<file path="src/rtl/sfp_tx_link_ctrl.sv">
// SFP TX link bring-up / fault sequencer: laser enable, settle, comma training, payload run.
// Optional blinking LEDs when SFP_TX_LINK_CTRL_LED_BLINK_EN is defined.
//
// state    | meaning
// OFF      | laser off, waiting for link enable with no fault
// LASER_ON | laser on, waiting STARTUP_CLKS for the optics to settle
// TRAIN    | driver on, K28.5 in every slot for TRAIN_SYMS strobes
// RUN      | payload allowed; STABLE_SYMS clean strobes clear the retry count
// FAULT    | laser off for RETRY_CLKS, then retry if the fault is gone
// LOCKOUT  | too many consecutive faults; waits for i_fault_clr
module sfp_tx_link_ctrl #(
   parameter logic [15:0] STARTUP_CLKS = 16'd6000,
   parameter logic [9:0]  TRAIN_SYMS   = 10'd512,
   parameter logic [7:0]  FLT_DEBOUNCE = 8'd60,
   parameter logic [23:0] RETRY_CLKS   = 24'd6000000,
   parameter logic [2:0]  MAX_RETRY    = 3'd4,
   parameter logic [9:0]  STABLE_SYMS  = 10'd256,
   parameter logic [23:0] BLINK_DIV    = 24'd6000000
) (
   input  logic       i_clk,
   input  logic       i_res_n,
   input  logic       i_sfp_tx_flt,
   input  logic       i_link_en,
   input  logic       i_fault_clr,
   input  logic       i_sym_strobe,
   output logic       o_sfp_tx_dis_n,
   output logic       o_drv_en,
   output logic       o_comma_only,
   output logic       o_payload_en,
   output logic [1:0] o_tx_led,
   output logic [2:0] o_state,
   output logic [2:0] o_retry_cnt
);

   typedef enum logic [2:0] {
      ST_OFF      = 3'd0,
      ST_LASER_ON = 3'd1,
      ST_TRAIN    = 3'd2,
      ST_RUN      = 3'd3,
      ST_FAULT    = 3'd4,
      ST_LOCKOUT  = 3'd5
   } state_t;

   state_t      state, nxt_state;
   logic        flt_meta, flt_s;
   logic [7:0]  deb_cnt;
   logic        flt_det;
   logic [23:0] tmr, tmr_nxt;
   logic [2:0]  retry_cnt, retry_nxt;
   logic        drv_en_q;
   logic [1:0]  led_nxt;
   logic        blink;

   always_ff @(posedge i_clk or negedge i_res_n) begin
      if (!i_res_n) begin
         flt_meta <= 1'b0;
         flt_s    <= 1'b0;
         deb_cnt  <= 8'd0;
      end else begin
         flt_meta <= i_sfp_tx_flt;
         flt_s    <= flt_meta;
         if (!flt_s)
            deb_cnt <= 8'd0;
         else if (deb_cnt != FLT_DEBOUNCE)
            deb_cnt <= deb_cnt + 8'd1;
      end
   end

   assign flt_det = (deb_cnt == FLT_DEBOUNCE);

`ifdef SFP_TX_LINK_CTRL_LED_BLINK_EN
   logic [23:0] blink_cnt;

   always_ff @(posedge i_clk or negedge i_res_n) begin
      if (!i_res_n) begin
         blink_cnt <= 24'd0;
         blink     <= 1'b0;
      end else if (blink_cnt == 24'd0) begin
         blink_cnt <= BLINK_DIV - 24'd1;
         blink     <= ~blink;
      end else begin
         blink_cnt <= blink_cnt - 24'd1;
      end
   end
`else
   // BLINK_DIV only matters when blinking is compiled in.
   logic unused_blink_div;
   assign unused_blink_div = ^BLINK_DIV;
   assign blink = 1'b0;
`endif

   // Timers are down-counters reloaded on every state change; terminal count is 0,
   // except RUN where reaching 0 means "stable, stop counting".
   always_comb begin
      nxt_state = state;
      tmr_nxt   = tmr;
      retry_nxt = retry_cnt;
      if (state == ST_LOCKOUT) begin
         if (i_fault_clr) begin
            nxt_state = ST_OFF;
            retry_nxt = 3'd0;
         end
      end else if (!i_link_en) begin
         nxt_state = ST_OFF;
      end else if (flt_det && (state inside {ST_LASER_ON, ST_TRAIN, ST_RUN})) begin
         nxt_state = (({1'b0, retry_cnt} + 4'd1) == {1'b0, MAX_RETRY}) ? ST_LOCKOUT : ST_FAULT;
         retry_nxt = (retry_cnt == 3'd7) ? 3'd7 : retry_cnt + 3'd1;
      end else begin
         case (state)
            ST_OFF: begin
               if (!flt_s) nxt_state = ST_LASER_ON;
            end
            ST_LASER_ON: begin
               if (tmr == 24'd0) nxt_state = ST_TRAIN;
               else              tmr_nxt   = tmr - 24'd1;
            end
            ST_TRAIN: begin
               if (i_sym_strobe) begin
                  if (tmr == 24'd0) nxt_state = ST_RUN;
                  else              tmr_nxt   = tmr - 24'd1;
               end
            end
            ST_RUN: begin
               if (i_sym_strobe && (tmr != 24'd0)) begin
                  tmr_nxt = tmr - 24'd1;
                  if (tmr == 24'd1) retry_nxt = 3'd0;
               end
            end
            ST_FAULT: begin
               if (tmr == 24'd0) begin
                  if (!flt_s) nxt_state = ST_LASER_ON;
                  else        tmr_nxt   = RETRY_CLKS - 24'd1;
               end else begin
                  tmr_nxt = tmr - 24'd1;
               end
            end
            default: ;
         endcase
      end

      if (nxt_state != state) begin
         case (nxt_state)
            ST_LASER_ON: tmr_nxt = 24'(STARTUP_CLKS) - 24'd1;
            ST_TRAIN:    tmr_nxt = 24'(TRAIN_SYMS) - 24'd1;
            ST_RUN:      tmr_nxt = 24'(STABLE_SYMS);
            ST_FAULT:    tmr_nxt = RETRY_CLKS - 24'd1;
            default:     tmr_nxt = 24'd0;
         endcase
      end

      case (nxt_state)
         ST_LASER_ON: led_nxt = 2'b11;
`ifdef SFP_TX_LINK_CTRL_LED_BLINK_EN
         ST_TRAIN:    led_nxt = {blink, 1'b0};
         ST_LOCKOUT:  led_nxt = {1'b0, blink};
`else
         ST_TRAIN:    led_nxt = 2'b11;
         ST_LOCKOUT:  led_nxt = 2'b01;
`endif
         ST_RUN:      led_nxt = 2'b10;
         ST_FAULT:    led_nxt = 2'b01;
         default:     led_nxt = 2'b00;
      endcase
   end

   always_ff @(posedge i_clk or negedge i_res_n) begin
      if (!i_res_n) begin
         state          <= ST_OFF;
         tmr            <= 24'd0;
         retry_cnt      <= 3'd0;
         o_sfp_tx_dis_n <= 1'b0;
         o_comma_only   <= 1'b0;
         o_payload_en   <= 1'b0;
         drv_en_q       <= 1'b0;
         o_tx_led       <= 2'b00;
      end else begin
         state          <= nxt_state;
         tmr            <= tmr_nxt;
         retry_cnt      <= retry_nxt;
         o_sfp_tx_dis_n <= (nxt_state inside {ST_LASER_ON, ST_TRAIN, ST_RUN});
         o_comma_only   <= (nxt_state == ST_TRAIN);
         o_payload_en   <= (nxt_state == ST_RUN);
         drv_en_q       <= (nxt_state inside {ST_TRAIN, ST_RUN});
         o_tx_led       <= led_nxt;
      end
   end

   // Driver cut follows the synced fault directly, ahead of the debounce.
   assign o_drv_en    = drv_en_q & ~flt_s;
   assign o_state     = state;
   assign o_retry_cnt = retry_cnt;

endmodule

</file>
<file path="config.mk">
export PLATFORM = sky130hd
export DESIGN_NAME = sfp_tx_link_ctrl
export DESIGN_NICKNAME = d
export VERILOG_FILES = /design/src/rtl/sfp_tx_link_ctrl.sv
export SDC_FILE = /design/constraint.sdc
export NUM_CORES = 1
export LEC_CHECK = 0
export CAP_MARGIN = 20
export CORE_MARGIN = 10
export CORE_UTILIZATION = 28
export DETAILED_ROUTE_END_ITERATION = 10
export DONT_BUFFER_PORTS = 1
export PLACE_DENSITY = 0.4
export SLEW_MARGIN = 15
export SYNTH_ARGS = -nofsm -noshare
export SYNTH_HDL_FRONTEND = slang
export SYNTH_SLANG_ARGS = --single-unit
</file>
<file path="constraint.sdc">
create_clock -name i_clk -period 6.04 [get_ports i_clk]
set_clock_uncertainty 0.05 [all_clocks]
set_input_delay 1.208 -clock i_clk [delete_from_list [all_inputs] [get_ports i_clk]]
set_output_delay 1.208 -clock i_clk [all_outputs]
set_load 0.02 [all_outputs]
</file>
# Yosys cells after proc, flatten, opt, wreduce, memory -nomap -nowiden
# Index checks and enable logic that the tools add are counted.
[word_totals]
register_bits = 46
latch_bits = 0
out_inout_bits = 12
word_cells = 91
ramBits = 0
input_bits = 6
rom_bits = 0
mem_count = 0
[classes]
add_sub_neg = 4
n_lt_le_gt_ge = 0
n_reduce_logical = 18
n_mul = 0
muxes = 33
n_bitwise = 2
eq_ne = 23
shifts = 0
n_div = 0
[ops]
columns = ["operator", "n"]
rows = [
  ["$mux W24", 9],
  ["$pmux W24 S4", 1],
  ["$pmux W23 S4", 1],
  ["$mux W3", 17],
  ["$eq A24 B1 Y1 const B", 1],
  ["$logic_not A24 Y1", 1],
  ["$reduce_bool A24 Y1", 1],
  ["$sub A24 B1 Y24 const B", 1],
  ["$mux W8", 2],
  ["$eq A3 B3 Y1 const B", 5],
  ["$reduce_bool A3 Y1", 5],
  ["$eq A3 B2 Y1 const B", 4],
  ["$pmux W3 S4", 1],
  ["$add A8 B1 Y8 const B", 1],
  ["$eq A8 B6 Y1 const B", 1],
  ["$ne A8 B6 Y1 const B", 1],
  ["$reduce_and A7 Y1", 1],
  ["$eq A3 B1 Y1 const B", 2],
  ["$ne A2 B1 Y1 const B", 3],
  ["$pmux W2 S3", 1],
  ["$reduce_bool A2 Y1", 3],
  ["$reduce_and A5 Y1", 1],
  ["$reduce_bool A5 Y1", 1],
  ["$add A3 B1 Y4 const B", 1],
  ["other kinds (13)", 15],
]

# Logic depth before layout (Yosys ltp)
[logic_depth]
ltp_word = 10
ltp_mapped = 13
ltp_nobuf = 12

# Worst setup path before layout
# No wires, ideal clock.
[synth_timing]
path_kind = "register -> register"
start = "register tmr[7]"
end = "register tmr[3]"
path_stages_with_launch = 12
required_ps = 5869
path_buffers = 2
arrival_ps = 3255
setup_time_ps = 121
period_less_slack_ps = 3426
path_slack_ps = 2614
path_cell_list = "dfrtp_1 > or4_1 > or4_1 > buf_2 > or3_1 > o2bb2ai_1 > a21o_4 > xnor2_1 > a31o_1 > buf_6 > o31a_1 > o22a_1"
[synth_between]
elab_chain_len = 10
elab_cells_between_ends = 33
classes_between = "eq/ne (10); mux (17); reduce/logical (6)"
[synth_lines]
columns = ["element", "line_no", "source"]
rows = [
  ["start: declaration", "48", "logic [23:0] tmr, tmr_nxt;"],
  ["start signal: assignment", "178", "tmr <= tmr_nxt;"],
  ["$logic_not A24 Y1", "114, 119, 130", ""],
  ["$mux W3", "119", "if (tmr == 24'd0) nxt_state = ST_RUN;"],
  ["$mux W3", "118", "if (i_sym_strobe) begin"],
  ["$pmux W3 S4", "109", "case (state)"],
  ["$mux W3", "105", "end else if (flt_det && (state inside {ST_LASER_ON, ST_TRAIN, ST_RUN})) begin"],
  ["$mux W3", "103", "end else if (!i_link_en) begin"],
  ["$mux W3", "98", "if (state == ST_LOCKOUT) begin"],
  ["$ne A3 B3 Y1, or another cell as far along", "141", "if (nxt_state != state) begin"],
  ["$ne A4 B4 Y1 (no line), or another cell as far along", "--", ""],
  ["$reduce_and A7 Y1 (no line) or $mux W24 (tied branches)", "--", ""],
]
# Parallel ways exist; a longest one is shown, timed or not. The select of a mux whose other input is x is not followed.
# A chain may end at the register's enable or synchronous reset.

# Worst setup path after layout
[layout_timing]
start = "register deb_cnt[0]"
end = "register tmr[3]"
[layout_between]
elab_chain_len = 8
elab_cells_between_ends = 20
classes_between = "eq/ne (11); mux (5); reduce/logical (4)"
[layout_lines]
columns = ["element", "line_no", "source"]
rows = [
  ["start: declaration", "46", "logic [7:0] deb_cnt;"],
  ["start signal: assignment", "65", "deb_cnt <= deb_cnt + 8'd1;"],
  ["$eq A8 B6 Y1 (*)", "69", "assign flt_det = (deb_cnt == FLT_DEBOUNCE);"],
  ["$logic_and A1 B1 Y1 (*)", "105", ""],
  ["$mux W3", "105", ""],
  ["$mux W3", "103", ""],
  ["$mux W3", "98", ""],
  ["$ne A3 B3 Y1, or another cell as far along", "141", ""],
  ["$ne A4 B4 Y1 (no line), or another cell as far along", "--", ""],
  ["$reduce_and A7 Y1 (no line) or $mux W24 (tied branches)", "--", ""],
]
# Every way passes the cells marked *; elsewhere a longest branch is shown, timed or not.

==> out/results.ini <==
[outcome]
status=finished clean

[floorplanning]
pin_count=18
core_area_um2=9774
rows=36
die_h_um=120.3
die-area_um2=14480
start_util_pct=28.83
die_w_um=120.3

[critical_path]
max_stage_delay_ns=0.52
critPathArrivalTime_ns=4.21
required_ns=6.19
crit_path_start_kind=register
crit_family=compound AO/OA/AOI/OAI gates
cp_cell_sequence=inv_1, ha_1, or3b_2, or4_1, o2bb2ai_1, a211o_1, a2bb2oi_1, nand2_1, a31o_1, o31a_1, o22a_1
cp-end-kind=register
critPathSlowestCell=nand2_1
critPathMaxFanout=23
crit_type=reg -> reg
critPathBufInv=1

[logic_synthesis]
synth-warning-count=0
synth_flop_cell=dfrtp_1
avgSynthCellArea_um2=8.670
syn_nets=339
synth_edf_count=0
netlist_area_um2=2818
synth_top_cell_area_share_pct=40.85
ys_ff_latch=46
async_flop_share_pct=100.0
postSynthCellCount=325
seq_area_frac_synth_pct=40.85
synth_cell_types=52
yosysTopAreaCell=dfrtp_1
synthTopCellsByArea=dfrtp_1 41%, o21ai_0 4.3%, nor2_1 4.3%, xnor2_1 3.7%, ha_1 3.6%

[clock_tree]
h-tree-depth=2
clock_latency_ns=0.30
cts_tree=yes
cts.path.max_buffers=2
cts_buffers=5
post_cts_resized=0
cts.sinks=46
clk_pin_slew_ns=0.09
hold_buffers=0
root_buffer=clkbuf_8
post_cts.repair.setup_buffers=0

[route]
top_layer_used=met4
drtPass1Iterations=4
drcViolationCount=0
wirelength_mm=7.316
num_vias=2294
wl_met2_mm=3.199
wl_met1_mm=3.632
routed_via_density=5.053
wl_met3_um=386
postRouteAntennaNets=0
wl_per_cell_um=16.11
drt_iter0_drc=168

[global_routing]
antenna_found_initial=0
grt_pass1_wl_mm=12.27
overflow=0
grt_start_max_net_pins=47
grt_usage_pct=10.45
grt_pass1_vias=2221

[power]
leakage_nw=1.286
ir_worst_vdd_uv=110.7
p_per_area_nw_per_um2=275.1

[timing]
finalMaxSlewViolations=0
setup_viol=0
slew_headroom_pct=27.25
fin_crit_ns=4.060
rsz0062_at_grt=false
hold_viol_final=0
fmax_mhz=246.3
fin_crit_sh_pct=67.22
hold_slack_ns=0.3137
tightest_slew_ns=1.085
fin_tns_setup_ns=0

[layout]
nets=334
syn_to_final_growth_pct=7.238
layout-drive-gt1-share_pct=5.296
antenna_cells=0

[min_path]
hold_class=reg -> reg

[placed_design]
gp_congestion=0.8087
hpwlAfterDp_mm=5.244
port-buffer-count=0

[flow_run]
maxCapViolCount=0

## kinds of logic (layout without fill, tap and decap cells)
logic type,Yosys count,in the layout,share of synthesized area (%)
buffers and inverters,31,27,4.529
adders and majority gates,8,8,3.553
DFF,46,46,40.85
and+or+nand+nor,134,134,24.87
xor gates and xnor gates,16,16,4.973
AOI/OAI and AO/OA,88,88,20.47
muxes,2,2,0.7549
## worst reg2reg max path, cell delays in order (launching register included)
cell and delay (ns):
dfrtp_1 0.41, inv_1 0.10, ha_1 0.17, or3b_2 0.47
or4_1 0.50, o2bb2ai_1 0.33, a211o_1 0.15, a2bb2oi_1 0.25
nand2_1 0.52, a31o_1 0.51, o31a_1 0.31, o22a_1 0.17
## worst paths after layout
path	startpoint	endpoint	slack, ns	cells past startpoint
min in group asynchronous	i_res_n	deb_cnt[4]	0.53	0
max	deb_cnt[0]	tmr[3]	1.98	11
max in group asynchronous	i_res_n	tmr[22]	5.32	0
min	flt_meta	flt_s	0.31	0
min reg2reg	flt_meta	flt_s	0.31	0
max reg2reg	deb_cnt[0]	tmr[3]	1.98	11
## cells in the final DEF (no fill, tap or decap), types with 3 or more instances in the layout
cell type and n:
a211oi_1 5, a21oi_1 17, a31oi_1 9, and2_1 7, clkbuf_8 5, dfrtp_1 46, ha_1 8, inv_1 18
nand2_1 24, nand2b_1 4, nand3_1 14, nand4_1 4, nor2_1 32, nor2b_1 3, nor3_1 14, nor4_1 5
o21a_1 6, o21ai_0 24, o22a_1 4, o2bb2ai_1 3, o31a_1 3, or2_2 3, or3_1 7, or4_1 6
xnor2_1 12, xor2_1 4
## per-stage QoR
stage	utilization [%]	instances	cell area, um2	setup WS, ns	total power [W]
after detailed placement	29.92	445	2924	1.978	0.0006413
after floorplan	-	325	2818	2.614	0.0005858
after CTS	30.84	453	3014	1.973	0.0008410
after global routing	30.91	454	3022	1.697	0.0008980
after global placement	29.92	445	2924	1.906	0.0006457
final	30.91	454	3022	1.980	0.0008313
## sequential cells by signal, summed over array words and instances, names as in the netlist
signal and count:
flt_meta 1, flt_s 1, o_state 3, tmr 24
o_retry_cnt 3, o_comma_only 1, o_tx_led 2, deb_cnt 8
drv_en_q 1, o_payload_en 1, o_sfp_tx_dis_n 1
## routing by layer
layer | GRT usage (%) | vias to the layer above
li1 | - | 1168
met1 | 13.88 | 1073
met2 | 15.92 | 44
met3 | 2.978 | 9
met4 | 3.544 | 0
met5 | 0 | -
## synthesized netlist by cell type, drive strengths merged (2+ instances only)
cell type / count
dfrtp: 46
nor2: 32
o21ai: 25
nand2: 24
a21oi: 18
inv: 18
nand3: 14
nor3: 14
xnor2: 12
a31oi: 9
clkbuf: 9
ha: 8
and2: 7
or3: 7
nor4: 6
o21a: 6
or4: 6
a211oi: 5
buf: 4
nand2b: 4
nand4: 4
o22a: 4
or2: 4
xor2: 4
nor2b: 3
o2bb2ai: 3
o31a: 3
a211o: 2
a21o: 2
a221oi: 2
and3: 2
and4: 2
nor3b: 2
o41ai: 2
## where the power goes
group,switching [W],total [W],internal (W),leakage [nW]
clock,0.000113,0.000194,0.0000815,0.0441
combinational,0.000142,0.000231,0.0000896,0.628
sequential,0.0000551,0.000406,0.000351,0.613
## final cells by class
class                      instances  area [um2]
timing repair buffer               1       7.507
inverter                          18       67.56
sequential                        46        1151
clock buffer                       5       68.82
multi-input combinational        248        1539
fill                            1051        6753
tap                              133       166.4
clock inverter                     3       21.27
Power figures use the tool's default switching activity.
